## src/rtl/uart_pkg.sv

```systemverilog
// Shared definitions for the UART transmit scheduler: FSM encoding and default limits.
package uart_pkg;

    localparam logic [1:0] ST_IDLE      = 2'd0;
    localparam logic [1:0] ST_SEND      = 2'd1;
    localparam logic [1:0] ST_WAIT_DONE = 2'd2;

    localparam int DEF_TIMEOUT  = 4096;
    localparam int DEF_HOLD_MAX = 256;

    function automatic int max2(input int a, input int b);
        return (a > b) ? a : b;
    endfunction

endpackage

```

## src/rtl/uart_rr_arbiter.sv

```systemverilog
// Combinational round-robin pick: lowest requesting index at or after i_ptr, else lowest overall.
module uart_rr_arbiter
    import uart_pkg::*;
#(
    parameter int NCH = 4
) (
    input  logic [NCH-1:0] i_req,
    input  logic [2:0]     i_ptr,
    output logic [2:0]     o_gnt_idx,
    output logic           o_gnt_valid
);

    logic       w_hi_vld;
    logic [2:0] w_hi_idx;
    logic       w_lo_vld;
    logic [2:0] w_lo_idx;

    // Descending scan so the last hit written is the lowest index in each half.
    always_comb begin
        w_hi_vld = 1'b0;
        w_hi_idx = '0;
        w_lo_vld = 1'b0;
        w_lo_idx = '0;
        for (int j = NCH - 1; j >= 0; j--) begin
            if (i_req[j]) begin
                w_lo_vld = 1'b1;
                w_lo_idx = 3'(j);
                if (3'(j) >= i_ptr) begin
                    w_hi_vld = 1'b1;
                    w_hi_idx = 3'(j);
                end
            end
        end
    end

    assign o_gnt_valid = w_lo_vld;
    assign o_gnt_idx   = w_hi_vld ? w_hi_idx : w_lo_idx;

endmodule

```

## src/rtl/uart_tx_scheduler.sv

```systemverilog
// Shares one UART transmitter among NCH requesters with per-packet round-robin ownership,
// plus hold and TxDone timeouts so neither a stalled owner nor a dead transmitter can lock it up.
module uart_tx_scheduler
    import uart_pkg::*;
#(
    parameter int NCH      = 4,
    parameter int TIMEOUT  = DEF_TIMEOUT,
    parameter int HOLD_MAX = DEF_HOLD_MAX
) (
    input  logic             pClk,
    input  logic             pReset,
    input  logic [NCH-1:0]   req_valid,
    input  logic [8*NCH-1:0] req_data,
    input  logic [NCH-1:0]   req_last,
    output logic [NCH-1:0]   req_ready,
    input  logic             TxDone,
    output logic             TxEn,
    output logic [7:0]       TxData,
    output logic [2:0]       grant_id,
    output logic             busy,
    output logic             err_to
);

    localparam int CW = $clog2(max2(TIMEOUT, HOLD_MAX));
    localparam logic [CW-1:0] TO_LAST   = CW'(TIMEOUT - 1);
    localparam logic [CW-1:0] HOLD_LAST = CW'(HOLD_MAX - 1);
    localparam logic [CW-1:0] CNT_SAT   = '1;

    logic [1:0]    r_state;
    logic          r_txen;
    logic [7:0]    r_txdata;
    logic [2:0]    r_grant;
    logic [2:0]    r_rr_ptr;
    logic [CW-1:0] r_cnt;
    logic          r_last_q;
    logic          r_err;

    logic [2:0]    w_gnt_idx;
    logic          w_gnt_vld;
    logic          w_sel_valid;
    logic [7:0]    w_sel_data;
    logic          w_sel_last;
    logic          w_hs;
    logic          w_done;
    logic          w_timeout;
    logic          w_release;
    logic [2:0]    w_next_ptr;
    logic [1:0]    w_nxt_state;

    uart_rr_arbiter #(.NCH(NCH)) u_arb (
        .i_req       (req_valid),
        .i_ptr       (r_rr_ptr),
        .o_gnt_idx   (w_gnt_idx),
        .o_gnt_valid (w_gnt_vld)
    );

    // Owner's request lines, muxed by a compare loop so any NCH up to 8 indexes cleanly.
    always_comb begin
        w_sel_valid = 1'b0;
        w_sel_data  = '0;
        w_sel_last  = 1'b0;
        req_ready   = '0;
        for (int j = 0; j < NCH; j++) begin
            if (r_grant == 3'(j)) begin
                w_sel_valid  = req_valid[j];
                w_sel_data   = req_data[8*j +: 8];
                w_sel_last   = req_last[j];
                req_ready[j] = (r_state == ST_SEND) && req_valid[j];
            end
        end
    end

    assign w_hs       = (r_state == ST_SEND) && w_sel_valid;
    // A TxDone seen while our own start pulse is out belongs to the previous frame.
    assign w_done     = (r_state == ST_WAIT_DONE) && TxDone && !r_txen;
    assign w_timeout  = ((r_state == ST_SEND) && !w_sel_valid && (r_cnt == HOLD_LAST)) ||
                        ((r_state == ST_WAIT_DONE) && !w_done && (r_cnt == TO_LAST));
    assign w_release  = w_timeout || (w_done && r_last_q);
    assign w_next_ptr = (r_grant == 3'(NCH - 1)) ? 3'd0 : r_grant + 3'd1;

    always_comb begin
        w_nxt_state = r_state;
        case (r_state)
            ST_IDLE: begin
                if (w_gnt_vld) w_nxt_state = ST_SEND;
            end
            ST_SEND: begin
                if (w_hs)           w_nxt_state = ST_WAIT_DONE;
                else if (w_timeout) w_nxt_state = ST_IDLE;
            end
            ST_WAIT_DONE: begin
                if (w_done)         w_nxt_state = r_last_q ? ST_IDLE : ST_SEND;
                else if (w_timeout) w_nxt_state = ST_IDLE;
            end
            default: w_nxt_state = ST_IDLE;
        endcase
    end

    always_ff @(posedge pClk or negedge pReset) begin
        if (!pReset) begin
            r_state <= ST_IDLE;
            r_cnt   <= '0;
            r_txen  <= 1'b0;
            r_err   <= 1'b0;
        end else begin
            r_state <= w_nxt_state;
            r_txen  <= w_hs;
            r_err   <= w_timeout;
            if (w_nxt_state != r_state)
                r_cnt <= '0;
            else if (r_state != ST_IDLE && r_cnt != CNT_SAT)
                r_cnt <= r_cnt + CW'(1);
        end
    end

    always_ff @(posedge pClk or negedge pReset) begin
        if (!pReset) begin
            r_grant  <= '0;
            r_rr_ptr <= '0;
            r_txdata <= '0;
            r_last_q <= 1'b0;
        end else begin
            if (r_state == ST_IDLE && w_gnt_vld)
                r_grant <= w_gnt_idx;
            if (w_hs) begin
                r_txdata <= w_sel_data;
                r_last_q <= w_sel_last;
            end
            if (w_release)
                r_rr_ptr <= w_next_ptr;
        end
    end

    assign TxEn     = r_txen;
    assign TxData   = r_txdata;
    assign grant_id = r_grant;
    assign busy     = (r_state != ST_IDLE);
    assign err_to   = r_err;

endmodule

```

## config.mk

```make
export PLATFORM = sky130hd
export DESIGN_NAME = uart_tx_scheduler
export DESIGN_NICKNAME = d
export VERILOG_FILES = /design/src/rtl/uart_pkg.sv /design/src/rtl/uart_rr_arbiter.sv /design/src/rtl/uart_tx_scheduler.sv
export SDC_FILE = /design/constraint.sdc
export NUM_CORES = 1
export LEC_CHECK = 0
export CAP_MARGIN = 25
export CELL_PAD_IN_SITES_DETAIL_PLACEMENT = 1
export CELL_PAD_IN_SITES_GLOBAL_PLACEMENT = 1
export CORE_ASPECT_RATIO = 0.6
export CORE_MARGIN = 1
export CORE_UTILIZATION = 28
export CTS_BUF_LIST = sky130_fd_sc_hd__clkbuf_8
export DETAILED_ROUTE_END_ITERATION = 6
export PLACE_DENSITY = 0.75
export SYNTH_ARGS = -nofsm -noshare
export SYNTH_HDL_FRONTEND = slang
export SYNTH_SLANG_ARGS = --single-unit
```

## constraint.sdc

```tcl
create_clock -name pClk -period 1.9 [get_ports pClk]
set_input_delay 0.285 -clock pClk [delete_from_list [all_inputs] [get_ports pClk]]
set_output_delay 0.285 -clock pClk [all_outputs]
set_load 0.01 [all_outputs]
```

# After elaboration in Yosys (flattened, before gate mapping)

Cells that the tools add are included.

Logic and storage cells: 96
Input bits: 43
Register bits after elaboration: 31
Output and inout bits: 18

Equal/unequal tests: 9
Magnitude comparators: 4
Multiplexer cells: 50
Reduce and logical (&&, ||, !) cells: 23
$add $sub $neg: 2

Operator list:

| cell                  | count |
|---|---|
| $mux 8                | 4 |
| $mux 3                | 9 |
| $mux 1                | 25 |
| $mux 12               | 2 |
| $mux 2                | 9 |
| $logic_and 1x1->1     | 14 |
| $add 12x1->12 const B | 1 |
| $eq 12x12->1 const B  | 1 |
| $eq 12x8->1 const B   | 1 |
| $ne 12x12->1 const B  | 1 |
| $eq 3x2->1 const B    | 2 |
| $ge 1x3->1 const A    | 2 |
| $ge 2x3->1 const A    | 2 |
| $pmux 2 s3            | 1 |
| $reduce_bool 2->1     | 2 |
| $add 3x1->3 const B   | 1 |
| $eq 3x1->1 const B    | 1 |
| $logic_not 1->1       | 3 |
| $logic_not 3->1       | 1 |
| $eq 2x1->1 const B    | 1 |
| $eq 2x2->1 const B    | 1 |
| $logic_not 2->1       | 1 |
| $logic_or 1x1->1      | 2 |
| $ne 2x2->1            | 1 |

# Depth between registers and ports, before layout

Gate-level depths: netlist of the first run.

Word-level depth: 14
Mapped depth: 9
Gate-level depth less buffers: 7

# Hierarchy

A second synthesis of the first run with hierarchy kept.

Cell total of the unflattened synthesis: 241
Area, all modules: 2,083.2 um^2

Modules (own cells, without submodules):

| module            | area an instance (um^2) | seq. area each (um^2) | instances | cells an instance |
|---|---|---|---|---|
| uart_tx_scheduler | 1,961.9                 | 775.7                 | 1         | 219 |
| uart_rr_arbiter   | 121.4                   | 0.0                   | 1         | 22 |

# Worst setup path before layout of the first run

No wires, ideal clock.

Kind: register -> register
Start point: register r_grant[1] (netlist: grant_id[1])
End point: register r_cnt[4]
Data arrival time: 1.910 ns
Slack: -0.129 ns
Period minus slack after synthesis: 2.029 ns
Data required time: 1.781 ns
Path buffers: 1
Stages on the path, launching flop included: 9
Library setup time: 0.119 ns
Path through: dfrtp_1 -> inv_1 -> ha_1 -> nand3b_1 -> a311oi_1 -> nor2_1 -> a222oi_1 -> buf_4 -> nor2_1

Cells in the longest elaborated chain, start to end: 14
Elaborated cells on any way between the ends: 20
Classes of those cells: eq/ne: 4; mux: 9; reduce/logical: 7

RTL lines:

| item                                                | line                                             | text |
|---|---|---|
| from (decl)                                         | uart_tx_scheduler.sv:32                          | `logic [2:0] r_grant;` |
| from (signal assigned)                              | uart_tx_scheduler.sv:124                         | `r_grant <= w_gnt_idx;` |
| $logic_not 3->1                                     | uart_tx_scheduler.sv:64                          | `if (r_grant == 3'(j)) begin` |
| $mux 1 (3 in series)                                | uart_tx_scheduler.sv:64                          |  |
| $mux 1 *                                            | uart_tx_scheduler.sv:64                          |  |
| $logic_not 1->1                                     | uart_tx_scheduler.sv:76                          | `assign w_timeout = ((r_state == ST_SEND) && !w_sel_valid && (r_cnt == HOLD_LAST)) \|\|` |
| $logic_and 1x1->1 (2 in series)                     | uart_tx_scheduler.sv:76                          |  |
| $logic_or 1x1->1                                    | uart_tx_scheduler.sv:76                          |  |
| $mux 2                                              | uart_tx_scheduler.sv:89, uart_tx_scheduler.sv:93 |  |
| $mux 2 (on tied branches)                           | uart_tx_scheduler.sv:92, uart_tx_scheduler.sv:88 |  |
| $pmux 2 s3 *                                        | uart_tx_scheduler.sv:83                          | `case (r_state)` |
| $ne 2x2->1 *                                        | uart_tx_scheduler.sv:109                         | `if (w_nxt_state != r_state)` |
| $mux 12 / $reduce_bool 2->1 (equally long branches) | n/a                                              |  |
| to (signal assigned)                                | uart_tx_scheduler.sv:112                         | `r_cnt <= r_cnt + CW'(1);` |
| to (decl)                                           | uart_tx_scheduler.sv:34                          | `logic [CW-1:0] r_cnt;` |

Mark *: on every way between the ends. The rest lies on a longest branch, timed or not.
A chain may end at the register's enable or synchronous reset.

# Final worst setup path of the first run

Start point: register r_grant[1] (netlist: grant_id[1])
End point: register r_cnt[7]

The elaborated chain is that of the path after synthesis.

==> flow_summary.yaml, run 1 <==
worst_setup_path:
  end_kind: "flop"
  critPathSlowestCell: "dfrtp_2"
  cp.required_ns: 2.07
  worstRegToRegCells: 10
  cp_common_cell: "buf_4"
  crit_buf_inv: 4
  slowest_delay_ns: 0.44
  r2r_setup_slack_ns: -0.19
  arrival_ns: 2.27
  r2r-end: "r_cnt[7]$_DFFE_PN0P_"
  startpoint_type: "flop"
  worstReg2RegStart: "grant_id[1]$_DFFE_PN0P_"
  path_class: "reg -> reg"
  path_cells: "inv_2, ha_4, nand3b_1, a311oi_2, buf_4, nor2_4, a222oi_1, buf_4, buf_6, nor2_1"
  cp_max_fo: 6
  worst-path-stages: 10
  path_delay_family: "buffers and inverters"
synthesis:
  synth_area_um2: 1770
  async_flop_share_pct: 100
  synth_edf_count: 0
  seq_area_frac_synth_pct: 41.1
  synthesis.nets: 252
  ys_ff_latch: 29
  synth_top_area_cell: "dfrtp_1"
  yosysWarnings: 0
  avgSynthCellArea_um2: 8.65
  synth_flop_cell: "dfrtp_1"
  synth.top_cell.area_share_pct: 41.1
  syn_inst: 204
  ys_top_cells_by_area: "dfrtp_1, nor2_1, a21oi_1, nor2b_1, a221oi_1"
  yosys.cell_types.count: 38
pwr:
  leakage_nw: 1.21
  p_per_area_nw_per_um2: 1370
  irDropWorstVdd_mv: 0.573
timing:
  rsz0062_at_grt: "true"
  hold_viol_final: 0
  max_freq_ghz: 0.478
  drv_slew: 0
  period_share_pct: 110
  setup_viol: 24
  worst_slack_ns: -0.194
  hold_ws_ns: 0.389
  fin_crit_ns: 2.09
  fin_skew_ns: 0.00910
routing:
  route.detailed.wl_per_inst_um: 17.8
  wirelength_um: 6760
  num_vias: 1944
  drt_iter0_drc: 68
  drc: 0
  drtAntennaViolNets: 0
  first_pass_iters: 4
  avgViaCountPerCell: 5.12
placement:
  gp_routability_congestion: 0.774
  placedCellCount: 361
  port_buffers: 59
  dp_hpwl_um: 4610
  placed_area_um2: 2630
  place_ws_ns: -0.281
final_layout:
  final_cells: 380
  fin_area_um2: 2950
  area_growth_pct: 67.2
  final_common_cell: "clkdlybuf4s50_1"
  seqCellArea_um2: 728
  final_cell_mix: "clkdlybuf4s50_1, buf_4, nor2_1, dfrtp_1, a21oi_1"
  n_antenna_cell: 0
  multi_input_area_um2: 1080
  drive_gt1_share_pct: 23.3
  nFillCells: 703
  fin_nets: 347
clock_network:
  clk_latency_ns: 0.29
  clkSlewWorstSetupHoldPaths_ns: 0.07
  cts_sinks: 29
  postCtsHoldBufs: 0
  cts_made_buffers: 5
  htree_levels: 2
  cts_root_buf: "clkbuf_8"
  cts_tree: "done"
  clock_tree.buffer_depth: 2
floorplan:
  start_util_pct: 30.3
  rows: 21
  die_w_um: 105
  coreArea_um2: 5830
  die_h_um: 63.5
  die-area_um2: 6640
  io_pins: 61
global_route:
  grt_max_degree: 30
  overflow: 0
  grt_pass1_vias: 2031
  grt_pass1_wl_um: 10100
  antenna_found_initial: 0
  grt.total_usage_pct: 19.9
status:
  outcome: "finished, violations left"
  violations: "setup timing"
worst_hold_path:
  hp-class: "in -> async"
job:
  cap_violations: 0
power breakdown:
group	internal [W]	leakage [nW]	switching (W)
Sequential	0.000805	0.368	0.000164
Combinational	0.00120	0.790	0.00119
Clock	0.000426	0.0574	0.000260
routing by layer:
| metal | global-route usage (%) | routed length (um) | up-vias |
|---|---|---|---|
| li1 | - | - | 917 |
| met1 | 26.7 | 3210 | 945 |
| met2 | 29.1 | 2870 | 71 |
| met3 | 6.94 | 566 | 11 |
| met4 | 7.68 | 113 | 0 |
| met5 | 0 | 0 | - |
cell type report:
cell class / instances / share of cell area [%]
clock inverters: 2 / 1.27
repair buffers: 98 / 30.7
well taps: 80 / 3.39
flip-flops and latches: 29 / 24.7
clock buffers: 6 / 2.80
multi-input cells: 160 / 36.5
inverters: 5 / 0.636
logic make-up after synthesis:
family	Yosys count	share of synthesized area [%]
other cells	1	0.212
simple gates	94	26.8
compound gates	45	16.9
fa+ha+maj	5	3.54
buf+inv	15	3.61
mux	4	2.41
xor+xnor	11	5.46
flops	29	41.1
worst max-delay path by stage:
stage                                         end               startpoint  slack [ns]
after floorplan              r_cnt[4]$_DFFE_PN0P_  grant_id[1]$_DFFE_PN0P_       -0.04
after detailed placement  r_rr_ptr[0]$_DFFE_PN0P_             req_valid[1]       -0.28
final                        r_cnt[7]$_DFFE_PN0P_  grant_id[1]$_DFFE_PN0P_       -0.19
after global routing         r_cnt[3]$_DFFE_PN0P_  grant_id[1]$_DFFE_PN0P_       -0.26
after CTS                    r_cnt[0]$_DFFE_PN0P_  grant_id[0]$_DFFE_PN0P_       -0.12
after global placement    r_rr_ptr[0]$_DFFE_PN0P_             req_valid[1]       -0.25
synthesized netlist by cell type (all sizes together) (2+ instances only):
cell    count
xor2        8
dfrtp      29
nor4        2
nand2b      5
and4        3
ha          5
mux2        2
a221oi      9
buf         2
a21oi      20
mux2i       2
o21ai       4
nor2b      14
nor3b       2
xnor2       3
a211oi      2
nand4       5
clkbuf      8
nor3       11
inv         5
nand2      12
a31oi       2
nand3       4
nor2       33
registers in the layout (all words and copies together), names as in the netlist:
signal    count
r_cnt        12
TxData        8
r_rr_ptr      2
r_last_q      1
grant_id      2
TxEn          1
err_to        1
r_state       2
stage by stage:
stage,utilization [%],power (W),setup TNS [ns]
after global routing,50.6,0.00430,-4.09
after global placement,45.0,0.00283,-3.47
after CTS,48.5,0.00372,-1.42
final,50.6,0.00405,-2.62
after floorplan,-,0.00199,-0.384
after detailed placement,45.0,0.00290,-5.23
timing repair:
action,4_1_cts,5_1_grt
buffers inserted,5,4
endpoints found under the setup margin,27,28
cloned,0,2
resized for setup,17,31
pin swaps,2,0
(Power assumes the default switching activity.)
==> run 2: changes to the inputs <==
--- a/config.mk
+++ b/config.mk
@@ -6,14 +6,15 @@
 export NUM_CORES = 1
 export LEC_CHECK = 0
 export CAP_MARGIN = 25
-export CELL_PAD_IN_SITES_DETAIL_PLACEMENT = 1
+export CELL_PAD_IN_SITES_DETAIL_PLACEMENT = 0
 export CELL_PAD_IN_SITES_GLOBAL_PLACEMENT = 1
 export CORE_ASPECT_RATIO = 0.6
 export CORE_MARGIN = 1
 export CORE_UTILIZATION = 28
 export CTS_BUF_LIST = sky130_fd_sc_hd__clkbuf_8
 export DETAILED_ROUTE_END_ITERATION = 6
-export PLACE_DENSITY = 0.75
+export PLACE_DENSITY_LB_ADDON = 0.25
+export SKIP_CTS_REPAIR_TIMING = 1
 export SYNTH_ARGS = -nofsm -noshare
 export SYNTH_HDL_FRONTEND = slang
 export SYNTH_SLANG_ARGS = --single-unit
==> run 2 against run 1 <==
  * Final area is 3.1% higher
  * Combinational power is 9.2% higher
  * Cell count is 0.79% lower
  * Clock skew is 0.0073 ns lower
  * Die area stayed put
  * Sequential power is 6% higher
  * Clock power is 32% lower
  * Largest cell class unchanged
  * Setup slack worse by 0.045 ns
  * Via count is 4.5% lower
  * Critical path type unchanged
  * The flow still finishes with violations (setup timing)
  * Core utilization is 1.6 points higher
  * Sequential cell count stayed put
==> flow_summary.yaml, run 2 (same netlist as run 1, synthesis figures left out) <==
final_layout:
  final_cells: 377
  fin_nets: 344
  final_common_cell: "clkdlybuf4s50_1"
  post-route-util_pct: 52.2
  final_cell_mix: "clkdlybuf4s50_1, buf_4, dfrtp_1, nor2_1"
  multi_input_area_um2: 1180
  drive_gt1_share_pct: 26.3
  nFillCells: 538
  largest_register: "r_cnt"
  area_growth_pct: 72.4
  seqCellArea_um2: 728
  largest_reg_flops: 12
  n_antenna_cell: 0
worst_setup_path:
  arrival_ns: 2.31
  r2r_setup_slack_ns: -0.24
  cp-endpoint: "r_cnt[7]$_DFFE_PN0P_"
  startpoint_type: "flop"
  worstReg2RegStart: "grant_id[0]$_DFFE_PN0P_"
  path_class: "reg -> reg"
  cp_max_fo: 6
  cp-startpoint: "grant_id[0]$_DFFE_PN0P_"
  worstRegToRegCells: 9
  end_kind: "flop"
  r2r-end: "r_cnt[7]$_DFFE_PN0P_"
  cp.required_ns: 2.07
pwr:
  p_comb_share_pct: 63.6
  p_per_area_nw_per_um2: 1350
  power_w: 0.00411
  irDropWorstVdd_mv: 0.554
  p_sw_share_pct: 40.7
  p_clk_share_pct: 11.4
  power_frac_seq_pct: 25.0
  leakage_nw: 1.27
  netSwitchingPower_w: 0.00167
  p_int_w: 0.00243
placement:
  dp_hpwl_um: 3850
  gp_routability_congestion: 0.794
  place_ws_ns: -0.277
  placedCellCount: 361
  port_buffers: 59
timing:
  setup_viol: 23
  period_share_pct: 113
  worst_slack_ns: -0.238
  fin_crit_ns: 2.14
  drv_slew: 0
  hold_viol_final: 0
  max_freq_ghz: 0.468
  rsz0062_at_grt: "true"
  setup-tns-final_ns: -3.54
  fin_skew_ns: 0.00178
job:
  cap_violations: 0
floorplan:
  start_util_pct: 30.3
  io_pins: 61
  die_w_um: 105
  coreArea_um2: 5830
  die_h_um: 63.5
  rows: 21
  die-area_um2: 6640
clock_network:
  htree_levels: 2
  cts_made_buffers: 5
  clk_latency_ns: 0.28
  cts_sinks: 29
  clock_tree.buffer_depth: 2
  clkSlewWorstSetupHoldPaths_ns: 0.06
  cts_root_buf: "clkbuf_8"
  cts_tree: "done"
routing:
  drc: 0
  wirelength_um: 5630
  avgViaCountPerCell: 4.92
  num_vias: 1856
  route.detailed.wl_per_inst_um: 14.9
  drt_iter0_drc: 86
  drtAntennaViolNets: 0
  first_pass_iters: 4
global_route:
  grt_pass1_wl_um: 8770
  grt_max_degree: 30
  overflow: 0
  grt.total_usage_pct: 16.9
  grt_pass1_vias: 1826
  antenna_found_initial: 0
status:
  violations: "setup timing"
  outcome: "finished, violations left"
worst_hold_path:
  hp-class: "in -> async"
==> run 2: layout make-up <==
cell class | count | area share (%)
multi-input cells | 160 | 38.8
clock inverters | 3 | 0.370
repair buffers | 95 | 30.7
inverters | 5 | 0.617
flip-flops and latches | 29 | 23.9
clock buffers | 5 | 2.26
well taps | 80 | 3.29
==> run 2: worst min path at each step <==
stage	startpoint	to	slack (ns)	depth (start not counted)
after global routing	pReset	TxData[3]$_DFFE_PN0P_	0.43	2
final	pReset	TxData[3]$_DFFE_PN0P_	0.40	2
after global placement	TxData[5]$_DFFE_PN0P_	TxData[5]$_DFFE_PN0P_	0.51	2
after CTS	pReset	TxData[3]$_DFFE_PN0P_	0.41	2
after floorplan	pReset	TxData[0]$_DFFE_PN0P_	-0.01	0
after detailed placement	TxData[5]$_DFFE_PN0P_	TxData[5]$_DFFE_PN0P_	0.52	2
==> run 2: layer usage <==
layer  routed length (um)  track usage [%]  part of all wire [%]
met5                    0                0                     0
met3                  375             5.28                   6.7
met4                   53             5.36                  0.94
met2                 2240             22.7                    40
met1                 2960             25.1                    53
==> run 2: critical path: stages, from the launching register on <==
cell,delay [ns]
dfrtp_2,0.46
inv_2,0.08
ha_4,0.16
nor3b_4,0.14
a311oi_2,0.25
buf_4,0.17
nor2_4,0.05
a222oi_1,0.41
buf_4,0.24
nor2_1,0.05
==> run 2: stage by stage <==
step	cell area, um^2	hold slack [ns]
final	3040	0.397
after global routing	3040	0.435
after CTS	2720	0.410
after detailed placement	2640	0.518
after global placement	2640	0.514
after floorplan	1770	-0.0106
==> run 2: power groups by stage <==
stage               logic [W]  registers [W]  clock network [W]
floorplan             0.00100       0.000984                  0
global placement      0.00190       0.000958                  0
detailed placement    0.00192       0.000953                  0
CTS                   0.00192       0.000951           0.000491
global route          0.00285        0.00106           0.000521
finish                0.00261        0.00103           0.000469
==> variant 1, RTL diff (settings of run 2) <==
Register the output `err_to` once more, cleared by the reset; this adds one clock of latency there. The other outputs are not delayed to match.
--- a/src/rtl/uart_tx_scheduler.sv
+++ b/src/rtl/uart_tx_scheduler.sv
@@ -135,7 +135,13 @@
     assign TxData   = r_txdata;
     assign grant_id = r_grant;
     assign busy     = (r_state != ST_IDLE);
-    assign err_to   = r_err;
+    always_ff @(posedge pClk or negedge pReset) begin
+        if (!pReset) begin
+            err_to <= '0;
+        end else begin
+            err_to <= r_err;
+        end
+    end
 
 endmodule
 
Behaviour: same outputs for any inputs over 10 cycles, from zero or initial values and one cycle with pReset low; that may be too few to reach the edited logic, so the function may still have changed.
==> variant 1 against run 2 <==
The run still ends with negative setup slack left; final area grew 0.86%; hold slack lost 0.037 ns; via count grew 0.81%; wire length shrank 1.4%; sequential cell count grew 1; synthesized area grew 5.2%; power grew 2.3%; worst setup slack gained 0.16 ns; die area grew 5.0%; fmax grew 8.3%.
==> variant 1: results (changes against run 2) <==
DP HPWL=4.07 mm (+5.9%); Seq/Total Area, Yosys=40.4% (-0.67 points); met3 Usage GRT=4.83% (-0.45 points); Longest Clk Path Bufs=2 (unchanged); vias in the first global route=1,832 (+0.33%); Hold Crit Class=flip-flop to flip-flop; Avg Vias per Cell=4.82 (-2.0%); Adder-Cell Fraction of Synth Area=3.37% (-0.17 points); Nets=351 (+2.0%); reg2reg path depth=8 (-1); CP delay by family, top=simple AND/OR/NAND/NOR gates; Mean Syn Cell Area=8.88 µm² (+2.7%); layout cells sized above 1=27.0% (+0.71 points); first-pass GRT wire length=8.96 mm (+2.2%); placed cell areas=2740 µm² (+3.7%); GR Util met1=24.4% (-0.68 points); worst endpoint data arrival time=2.15 ns (-0.16 ns); failing checks=negative setup slack; Synth area leaders=dfrtp_1 (40%), a21oi_1 (6.2%), a221oi_1 (5.2%); Via Count=1,871 (+0.81%); Hold Slack=0.360 ns (-0.0373 ns); Sum Neg Setup Slack=-0.435 ns (+3.10 ns); Peak supply drop=621 µV (+12%); Worst Path Max Fanout=7 (+1); Final Setup Violations=10 (-57%); Worst setup endpoint=r_cnt[11]; initial DRC count=49 (-43%); met2 WL post-DR=2.47 mm (+10%); outcome=finished with violations; Place WS=-0.170 ns (+0.107 ns); DP Cell Count=370 (+2.5%); multiplexer share of the synthesized area=2.29% (-0.12 points); synth unique cells=40 (+5.3%); Worst-path clk slew=0.06 ns (about the same); Setup crit end kind=flip-flop; leakage power=0.00131 µW (+3.3%); clk_skew=0.00854 ns (+0.00677 ns); RePlAce Congestion=0.770 (-3.0%); synth cell count leaders=dfrtp_1 (30), a21oi_1 (23), nor2_1 (23); post-DR wirelength/cell=14.3 µm (-4.2%); Post-Synth XOR/XNOR Area=3.30% (-2.2 points); met3 WL=260 µm (-31%); met1 wire length=2.80 mm (-5.3%); worst setup margin=-0.0751 ns (+0.163 ns); Synth Area in Compound Gates=16.4% (-0.43 points); largest net degree at the start of global routing=31 (+3.3%); HP Start=r_err; synthesized net count=257 (+2.0%)
-- variant 1: cell count changes after synthesis, sizes merged, moves of 4 or more --
cell   change
xnor2      +4
nor2       -9
xor2       -8
nor3       +5
-- variant 1: cell type report --
| cell class | count | area [µm²] |
|---|---|---|
| clock buffers | 6 | 82.6 |
| well taps | 84 | 105 |
| clock inverters | 2 | 12.5 |
| inverters | 7 | 26.3 |
| repair buffers | 98 | 956 |
| flip-flops and latches | 30 | 753 |
| fillers | 585 | 3180 |
| multi-input cells | 161 | 1130 |
-- variant 1: power groups by stage --
stage               Combinational [µW]  Clock (µW)  Sequential, µW
finish                            2670         537             990
global route                      2920         585            1020
CTS                               2170         548             968
detailed placement                2160           0             973
global placement                  2160           0             979
floorplan                         1150           0            1020
-- variant 1: logic make-up after synthesis --
kind of cell / Yosys count
other: 1
XOR/XNOR: 7
adder cells (fa/ha/maj): 5
buffers and inverters: 18
multiplexers: 4
flip-flops: 30
AND/OR/NAND/NOR: 98
AO/OA/AOI/OAI: 46
==> variant 2, RTL diff (flow settings as in run 2) <==
Made on the original files. The package constant `DEF_TIMEOUT` goes from 4096 to 1024.
--- a/src/rtl/uart_pkg.sv
+++ b/src/rtl/uart_pkg.sv
@@ -5,7 +5,7 @@
     localparam logic [1:0] ST_SEND      = 2'd1;
     localparam logic [1:0] ST_WAIT_DONE = 2'd2;
 
-    localparam int DEF_TIMEOUT  = 4096;
+    localparam int DEF_TIMEOUT  = 1024;
     localparam int DEF_HOLD_MAX = 256;
 
     function automatic int max2(input int a, input int b);
Function: same outputs for any inputs over 10 cycles, from zero or initial values and one cycle with pReset low; that may be too few to reach the edited logic, so the function may still have changed.
==> variant 2 against run 2 <==
The run still ends with negative setup slack left; sequential cell count is 2 lower; synthesized cell count fell by 1.5%; wire length shrank 13%; fmax rose by 6.8%; synthesized area shrank 1.9%; clock power down 27%; worst setup slack gained 0.14 ns; power down 18%; non-clock buffer count is 6 lower; die area fell by 1.9%; final area shrank 11%; global-route usage fell by 1.8 points; critical path type unchanged.
==> variant 2: results (changes against run 2) <==
clk_skew=0.00875 ns (+0.00697 ns); placed cell areas=2620 µm² (-0.66%); Avg Vias per Cell=4.79 (-2.6%); synth cell count leaders=dfrtp_1 (27), a21oi_1 (22), nand2_1 (22); synth unique cells=42 (+11%); Nets=332 (-3.5%); Filler cells=550 (+2.2%); ant diodes=0 (unchanged); largest net degree at the start of global routing=28 (-6.7%); DP HPWL=3.86 mm (+0.39%); synthesized net count=249 (-1.2%); Worst-path clk slew=0.10 ns (+0.04 ns); Hold Slack=0.362 ns (-0.0355 ns); first-pass GRT wire length=8.03 mm (-8.4%); leakage power=0.00115 µW (-9.2%); Peak supply drop=564 µV (+1.8%); worst setup margin=-0.102 ns (+0.136 ns); Worst Path Max Fanout=5 (-1); RePlAce Congestion=0.807 (+1.7%); Reg2Reg Launch Point=grant_id[0]; Clk Latency, worst-skew pair=0.28 ns (about the same); CTS Buf Count=3 (-2); initial DRC count=107 (+24%); Pre-antenna DRT Iters=4 (unchanged); R2R Path End=r_rr_ptr[1]; Longest Clk Path Bufs=2 (unchanged); reg2reg path depth=7 (-2); Place WS=-0.106 ns (+0.171 ns); failing checks=negative setup slack; initial antenna violation count=0 (unchanged); Hold Crit Class=input port to asynchronous set/reset pin; layout cells sized above 1=17.0% (-9.3 points); total wire length=4.90 mm (-13%); CP Class=flip-flop to flip-flop; Biggest register=r_cnt; clock root buffer=clkbuf_8; final core utilization=47.2% (-5.0 points); Final Setup Violations=11 (-52%); ys async rst share=100% (unchanged); Synth area leaders=dfrtp_1 (39%), a21oi_1 (6.4%), nand2_1 (4.8%); Ys Warns=0 (unchanged); outcome=finished with violations; Total GRT Usage=15.1% (-1.8 points); port buffer count=59 (unchanged); max reg flops=10 (-2); Seq/Total Area, Yosys=39.0% (-2.1 points); Clock H-tree levels=1 (-1); share of the synthesized area in the top cell type=39.0% (-2.1 points); vias in the first global route=1,605 (-12%); worst endpoint data arrival time=2.17 ns (-0.14 ns)
[variant 2: cell types whose count changed after synthesis, sizes merged, moves of 5 or more]
cell	change
nor3	-5
o21a	+9
o211ai	+8
nor2	-18
a221oi	-8
nand2	+10
and3	+8
xor2	-5
nor2b	-11
nand3b	+10
[variant 2: how the worst max path moves through the flow]
stage                         endpoint  slack [ns]  cells past startpoint         start
after floorplan            r_rr_ptr[0]       -0.03                      7   grant_id[1]
after global placement     r_rr_ptr[0]       -0.07                      6  req_valid[1]
after detailed placement   r_rr_ptr[1]       -0.11                      6  req_valid[1]
after CTS                 req_ready[0]       -0.28                      5   grant_id[1]
after global routing       r_rr_ptr[1]       -0.18                      7   grant_id[0]
final                      r_rr_ptr[1]       -0.10                      7   grant_id[0]
[variant 2: routing by layer]
metal	wire length, µm	up-vias	global-route usage [%]
met1	2700	788	23.8
met3	265	2	3.44
met5	0	-	0
met4	4	0	1.09
met2	1930	56	21.3
li1	-	894	-
[variant 2: stage by stage]
| stage | setup TNS [ns] | std cells |
|---|---|---|
| 2_1_floorplan | -0.0546 | 201 |
| 3_3_place_gp | -0.305 | 357 |
| 3_5_place_dp | -0.457 | 357 |
| 4_1_cts | -1.06 | 361 |
| 5_1_grt | -1.76 | 363 |
| 6_report | -0.340 | 363 |
[variant 2: area by class of cell]
type	count	area share, %
tap	80	3.69
sequential	27	25.0
clock inverter	1	0.276
timing repair buffer	89	31.6
clock buffer	3	1.52
inverter	8	1.11
multi-input combinational	155	36.8
[variant 2: kinds of logic (layout without fill, tap and decap cells)]
family          after synthesis  in the layout  share of synthesized area (%)
compound gates               59             59                           21.9
xor+xnor                      4              4                           2.02
fa+ha+maj                     5              5                           3.61
buf+inv                      19            101                           4.55
flops                        27             27                           39.0
mux                           3              3                           1.88
other cells                   1              1                          0.217
simple gates                 83             83                           26.8
[variant 2: report_power, final]
| group | switching, µW | internal, µW |
|---|---|---|
| combinational | 937 | 1150 |
| sequential | 168 | 765 |
| clock | 194 | 149 |
| total | 1300 | 2070 |
[variant 2: critical path, cell delays in order (launching register included)]
cell	delay, ns
dfrtp_2	0.46
buf_6	0.13
ha_4	0.15
nand3b_1	0.14
a221o_1	0.35
nor3b_2	0.17
nor3_2	0.16
mux2_1	0.34
